--- config.mk ---
export PLATFORM = sky130hd
export DESIGN_NAME = latency_release_fifo
export DESIGN_NICKNAME = d
export VERILOG_FILES = /design/src/rtl/latency_release_fifo.sv
export SDC_FILE = /design/constraint.sdc
export NUM_CORES = 2
export LEC_CHECK = 0
export ABC_AREA = 1
export BUFFER_PORTS_ARGS = -buffer_cell sky130_fd_sc_hd__buf_2
export CAP_MARGIN = 20
export CORE_ASPECT_RATIO = 0.5
export CORE_MARGIN = 3
export CORE_UTILIZATION = 42
export CTS_CLUSTER_SIZE = 40
export DETAILED_ROUTE_END_ITERATION = 10
export GPL_TIMING_DRIVEN = 0
export SYNTH_ARGS = -nofsm -noshare
export SYNTH_HDL_FRONTEND = slang
export SYNTH_SLANG_ARGS = --single-unit
--- constraint.sdc ---
create_clock -name clk -period 47.6 [get_ports clk]
set_clock_uncertainty 0.15 [all_clocks]
set_input_delay 9.52 -clock clk [delete_from_list [all_inputs] [get_ports clk]]
set_output_delay 9.52 -clock clk [all_outputs]
set_load 0.005 [all_outputs]
--- src/rtl/latency_release_fifo.sv ---
// rtl/latency_release_fifo.sv - in-order release FIFO with per-entry delay counters
module latency_release_fifo #(
  parameter int DATA_WIDTH  = 64,
  parameter int DEPTH       = 16,
  parameter int DELAY_WIDTH = 8
) (
  input  logic                     clk,
  input  logic                     rst,
  input  logic                     in_valid,
  output logic                     in_ready,
  input  logic [DATA_WIDTH-1:0]    in_data,
  input  logic [DELAY_WIDTH-1:0]   in_delay,
  output logic                     out_valid,
  input  logic                     out_ready,
  output logic [DATA_WIDTH-1:0]    out_data,
  output logic [$clog2(DEPTH):0]   count
);

  localparam int AW = $clog2(DEPTH);
  localparam int CW = AW + 1;

  logic [DATA_WIDTH-1:0]  data_mem  [DEPTH];
  logic [DELAY_WIDTH-1:0] delay_mem [DEPTH];
  logic [AW-1:0]          wr_ptr;
  logic [AW-1:0]          rd_ptr;
  logic [DEPTH-1:0]       occupied;
  logic                   push;
  logic                   pop;

  assign in_ready  = (count < CW'(DEPTH));
  assign out_valid = (count != '0) && (delay_mem[rd_ptr] == '0);
  assign out_data  = data_mem[rd_ptr];
  assign push      = in_valid && in_ready;
  assign pop       = out_valid && out_ready;

  // A slot is live when its distance from the read pointer is below count.
  always_comb begin : occ_calc
    logic [AW-1:0] offset;
    occupied = '0;
    offset   = '0;
    for (int i = 0; i < DEPTH; i++) begin
      offset      = AW'(i) - rd_ptr;
      occupied[i] = ({1'b0, offset} < count);
    end
  end

  always_ff @(posedge clk or posedge rst) begin
    if (rst) begin
      wr_ptr <= '0;
      rd_ptr <= '0;
      count  <= '0;
      for (int i = 0; i < DEPTH; i++) begin
        data_mem[i]  <= '0;
        delay_mem[i] <= '0;
      end
    end else begin
      if (push) wr_ptr <= wr_ptr + AW'(1);
      if (pop)  rd_ptr <= rd_ptr + AW'(1);
      case ({push, pop})
        2'b10:   count <= count + CW'(1);
        2'b01:   count <= count - CW'(1);
        default: count <= count;
      endcase
      // Counters saturate at zero so arbitrarily long stalls are harmless.
      for (int i = 0; i < DEPTH; i++) begin
        if (push && (wr_ptr == AW'(i))) begin
          data_mem[i]  <= in_data;
          delay_mem[i] <= in_delay;
        end else if (occupied[i] && (delay_mem[i] != '0)) begin
          delay_mem[i] <= delay_mem[i] - DELAY_WIDTH'(1);
        end
      end
    end
  end

endmodule
---- Yosys cells after proc, flatten, opt, wreduce, memory -nomap -nowiden ----
Index checks and enable logic that the tools add are counted.
word-level totals
  bits in registers ....................... 1165
  input port bits ......................... 76
  output and inout port bits .............. 71
  word-level logic and storage cells ...... 217
cells by class
  add/subtract/negate cells ............... 36
  $lt $le $gt $ge ......................... 18
  eq/ne operators ......................... 17
  mux-type cells .......................... 39
  bitwise logic cells ..................... 1
  reductions and logical operators ........ 71
operators by type and width
  cell                                                                 number
  8-bit two-way mux                                                    34
  64-bit binary-select mux with 4-bit select                           1
  64-bit two-way mux                                                   2
  8-bit nonzero test                                                   16
  8-bit by 1-bit subtractor with 8-bit output (second input constant)  16
  4-bit by 5-bit less-than comparator with 1-bit output                16
  1-bit logical AND                                                    35
  2-bit nonzero test                                                   17
  8-bit binary-select mux with 4-bit select                            1
  4-bit == test (second input constant)                                8
  4-bit subtractor (first input constant)                              8
  4-bit by 3-bit == test with 1-bit output (second input constant)     4
  3-bit by 4-bit subtractor with 4-bit output (first input constant)   4
  5-bit case mux with 2 select lines                                   1
  4-bit by 1-bit adder with 4-bit output (second input constant)       2
  4-bit by 2-bit == test with 1-bit output (second input constant)     2
  8-bit logical NOT                                                    1
  1-bit by 4-bit subtractor with 4-bit output (first input constant)   2
  2-bit by 4-bit subtractor with 4-bit output (first input constant)   2
  5-bit by 1-bit adder with 5-bit output (second input constant)       1
  5-bit >= comparator (second input constant)                          1
  5-bit less-than comparator (second input constant)                   1
  4-bit NOT with 5-bit output                                          1
  5-bit nonzero test                                                   1
  5 further kinds                                                      5

---- Longest topological paths before layout ----
  word-level depth ........................ 9
  gate-level depth with buffers ........... 23
  gate-level depth less buffers ........... 20

---- Least setup slack after synthesis ----
OpenSTA, ideal clock, no wires.
  path type ............................... flip-flop to output port
  start point ............................. reg rd_ptr[1]
  end point ............................... out out_data[10]
  arrival time ............................ 1621 ps
  data required time ...................... 37930 ps
  slack ................................... 36309 ps
  cell stages (with the launch flop) ...... 11
  path buffers ............................ 5
  cells stage by stage .................... dfrtp_1 buf_2 inv_2 buf_4 buf_4 buf_4 clkbuf_1 o21ai_0 o22ai_1 nand2_1 nand4_1
on the way
  longest elaborated chain between the ends .. 4
ends and longest elaborated chain
  element                                                RTL line  text
  start: declaration                                     25        logic [AW-1:0] rd_ptr;
  start signal: assignment                               58        if (pop) rd_ptr <= rd_ptr + AW'(1);
  4-bit NOT with 5-bit output (not written as such)      32        assign out_data = data_mem[rd_ptr];
  64-bit binary-select mux with 4-bit select             32
  64-bit two-way mux (not written as such) (2 in a row)  32
  end: declaration                                       15        output logic [DATA_WIDTH-1:0] out_data,
No other way between the ends. The select of a mux whose other input is x is not followed.

---- Final worst setup path ----
  start point ............................. reg rd_ptr[2]
  end point ............................... out out_data[61]
The elaborated chain is that of the path after synthesis.

==> flow_summary.yaml <==
sta:
  finalCritPeriodShare_pct: 29.0
  whs_ps: 329
  slew_violations: 0
  rsz0062_at_grt: "no"
  relSlewSlack_pct: 24.8
  setup_ws_ps: 33790
  tightest_slew_ps: 1130
  fmax_mhz: 72.4
  period_minus_slack_ps: 13810
  finalSetupViolations: 0
  fin_setup_tns_ps: 0
  hold_viol: 0
drt:
  drtAntennaViolNets: 0
  wl_um: 222000
  vias_per_cell: 5.67
  vias: 53600
  wl_per_cell_um: 23.5
  drc: 0
  dr.pass1.iters: 6
  drt_iter0_drc: 6775
floorplan:
  ios: 147
  start_util_pct: 42.5
  dieArea_um2: 141000
  die_width_um: 529
  core_area_um2: 135000
  dieHeight_um: 267
  num_rows: 95
synthesis:
  synthAdderAreaFrac_pct: 1.67
  ys_types: 42
  ys.warnings.count: 0
  async_flop_share_pct: 100
  synth_nets: 7444
  synth_edf_count: 0
  yosys_register_bits: 1165
  synth_compound_area_share_pct: 21.0
  synth_top_family_by_area: "compound AO/OA/AOI/OAI gates"
  ys_seq_area_share_pct: 50.8
  synth_cells: 7292
  syn_avg_cell_area_um2: 7.87
  synth_mux_area_share_pct: 0
  synth.cell_area_um2: 57400
  yosys.area_share.xor_xnor_pct: 0.763
  synth-main-ff-cell: "dfrtp_1"
  synthSimpleGateAreaFrac_pct: 17.7
placement:
  gp_congestion: 0.980
  place_ws_ps: 34690
  port_buffers: 144
  dpl.hpwl_um: 161000
cts:
  cts_inserted_buffers: 108
  cts_resized: 0
  clock_latency_ps: 740
  cts_setup_buffers: 0
  cts.htree.levels: 3
  tritoncts: "yes"
  cts.path.max_buffers: 3
  cts-root-buf: "clkbuf_16"
  cts_hold_buf: 0
  cts.clk_slew.worst_paths_ps: 70
  clock-sinks: 1165
global_route:
  overflow: 0
  grtUsageTotal_pct: 31.1
  antenna_found_initial: 12
  grt_pass1_vias: 50700
  grt_max_degree: 128
  grt_pass1_wl_um: 331000
finish:
  drive_gt1_share_pct: 9.16
  fin_nets: 7710
  fill_cells: 13600
  syn2layout_area_growth_pct: 12.4
critical_path:
  worstRegToRegCells: 17
  crit_required_ps: 37930
  r2r-start: "rd_ptr[0]"
  cp-end-kind: "output pin"
  r2r-end: "delay_mem[88]"
  r2r_slack_ps: 42490
  crit_type: "flip-flop to output pin"
  cp_max_fo: 10
  arrival_ps: 4140
  start_kind: "flip-flop"
pwr:
  power.switching_w: 0.00190
  pwr-share-comb_pct: 41.6
  p_leak_nw: 30.3
  seq_power_share_pct: 37.2
  ir_drop_v: 0.0000344
  internal_power_w: 0.00258
  clkPwrFrac_pct: 21.1
  power_density_nw_per_um2: 69.4
  netSwitchingFraction_pct: 42.4
status:
  status: "finished, final reports clean"
run:
  cap_violations: 0
min_path:
  hold_path_end: "data_mem[216]"
  hp-class: "flip-flop to flip-flop"
  hold_path.startpoint: "data_mem[216]"
  whs_path_depth: 2
[cells in the mapped netlist, types with 2 or more instances]
master / n / share of area (%)
nand2_1: 1836 / 12
o21ai_0: 1758 / 15
dfrtp_1: 1165 / 51
inv_1: 526 / 3.4
nor2_1: 416 / 2.7
a21oi_1: 324 / 2.8
buf_2: 254 / 2.2
clkbuf_1: 237 / 1.5
o21ai_1: 162 / 1.4
nand3_1: 138 / 1.2
nand4_1: 85 / 0.93
ha_1: 75 / 1.6
o22ai_1: 69 / 0.75
xor2_1: 48 / 0.73
buf_4: 30 / 0.39
o211ai_1: 29 / 0.38
inv_2: 21 / 0.14
buf_1: 18 / 0.12
nor3_1: 17 / 0.15
nor2_4: 12 / 0.24
buf_6: 11 / 0.22
or2_2: 8 / 0.087
nor2_2: 6 / 0.065
clkbuf_2: 5 / 0.044
o31ai_1: 5 / 0.065
inv_4: 4 / 0.044
nor2_8: 4 / 0.14
o21bai_1: 4 / 0.052
o221ai_1: 4 / 0.061
and2_1: 3 / 0.033
nand2_2: 3 / 0.033
a21boi_0: 2 / 0.026
nor4_1: 2 / 0.022
o21a_1: 2 / 0.026
xnor2_1: 2 / 0.031
[worst max-delay path, stage by stage, from the launching register on]
cell and delay (ps):
dfrtp_1 450, buf_2 240, inv_1 130, nor2_1 300, buf_2 280, buf_2 710, clkbuf_1 580, nand2_1 170
nand4_1 330, buf_2 190
[routing by layer]
layer	share of wire (%)	vias up	wire length [um]	track usage, %
met2	43	2261	96100	46.7
met4	4.0	0	8990	12.0
met1	44	26400	98500	44.6
met5	0	-	0	0
met3	8.3	433	18300	5.56
li1	-	24500	-	-
[kinds of logic after synthesis]
group	after synthesis
XOR/XNOR	50
AND/OR/NAND/NOR	2532
AO/OA/AOI/OAI	2361
flip-flops	1165
buffers and inverters	1108
adder cells (fa/ha/maj)	76
[power groups by stage]
stage,combinational [W],clock (W),sequential (W)
final,0.00186,0.000944,0.00167
after global routing,0.00209,0.000994,0.00171
after CTS,0.00183,0.000951,0.00166
after detailed placement,0.00183,0,0.00167
after global placement,0.00179,0,0.00169
after floorplan,0.00123,0,0.00164
[per-stage QoR]
step,util [%],total power [W],cells,cell area (um2)
after floorplan,-,0.00286,7292,57400
after global placement,44.7,0.00348,9230,60400
after detailed placement,45.0,0.00350,9242,60700
after CTS,47.8,0.00444,9443,64500
after global routing,47.8,0.00480,9443,64500
final,47.8,0.00447,9452,64500
[cell usage in the layout, fill, tap and decap left out, drive strengths merged, types with 69 or more instances in the layout]
cell    instances
nand4          85
nand3         138
a21oi         324
dfrtp        1165
buf           469
clkbuf        398
o21ai        1921
nand2        1840
nor2          438
inv           553
o22ai          69
ha             75
[sequential cells by signal, indices dropped and copies added, names as in the netlist]
signal	flops
count	5
data_mem	1024
delay_mem	128
rd_ptr	4
wr_ptr	4
[worst max-delay path by stage]
stage / from / end / slack, ps / cells after the start
floorplan: rst / count[0] / 5120 / 1
global placement: rst / data_mem[634] / -9800 / 2
detailed placement: rd_ptr[2] / out_data[61] / 34690 / 9
CTS: rd_ptr[2] / out_data[61] / 33880 / 9
global route: rd_ptr[1] / out_data[61] / 33780 / 10
finish: rd_ptr[2] / out_data[61] / 33790 / 9
[layout make-up]
class                      instances  area, um2  share of cell area, %
sequential                      1165      29200                   45.2
antenna                            9       22.5                 0.0349
tap                             1794       2240                   3.48
timing repair buffer             156       1040                   1.61
inverter                         553       2100                   3.25
clock inverter                    45        598                  0.927
buffer                           555       2600                   4.03
clock buffer                     156       3180                   4.94
multi-input combinational       5019      23600                   36.5
Power figures use the tool's default switching activity.
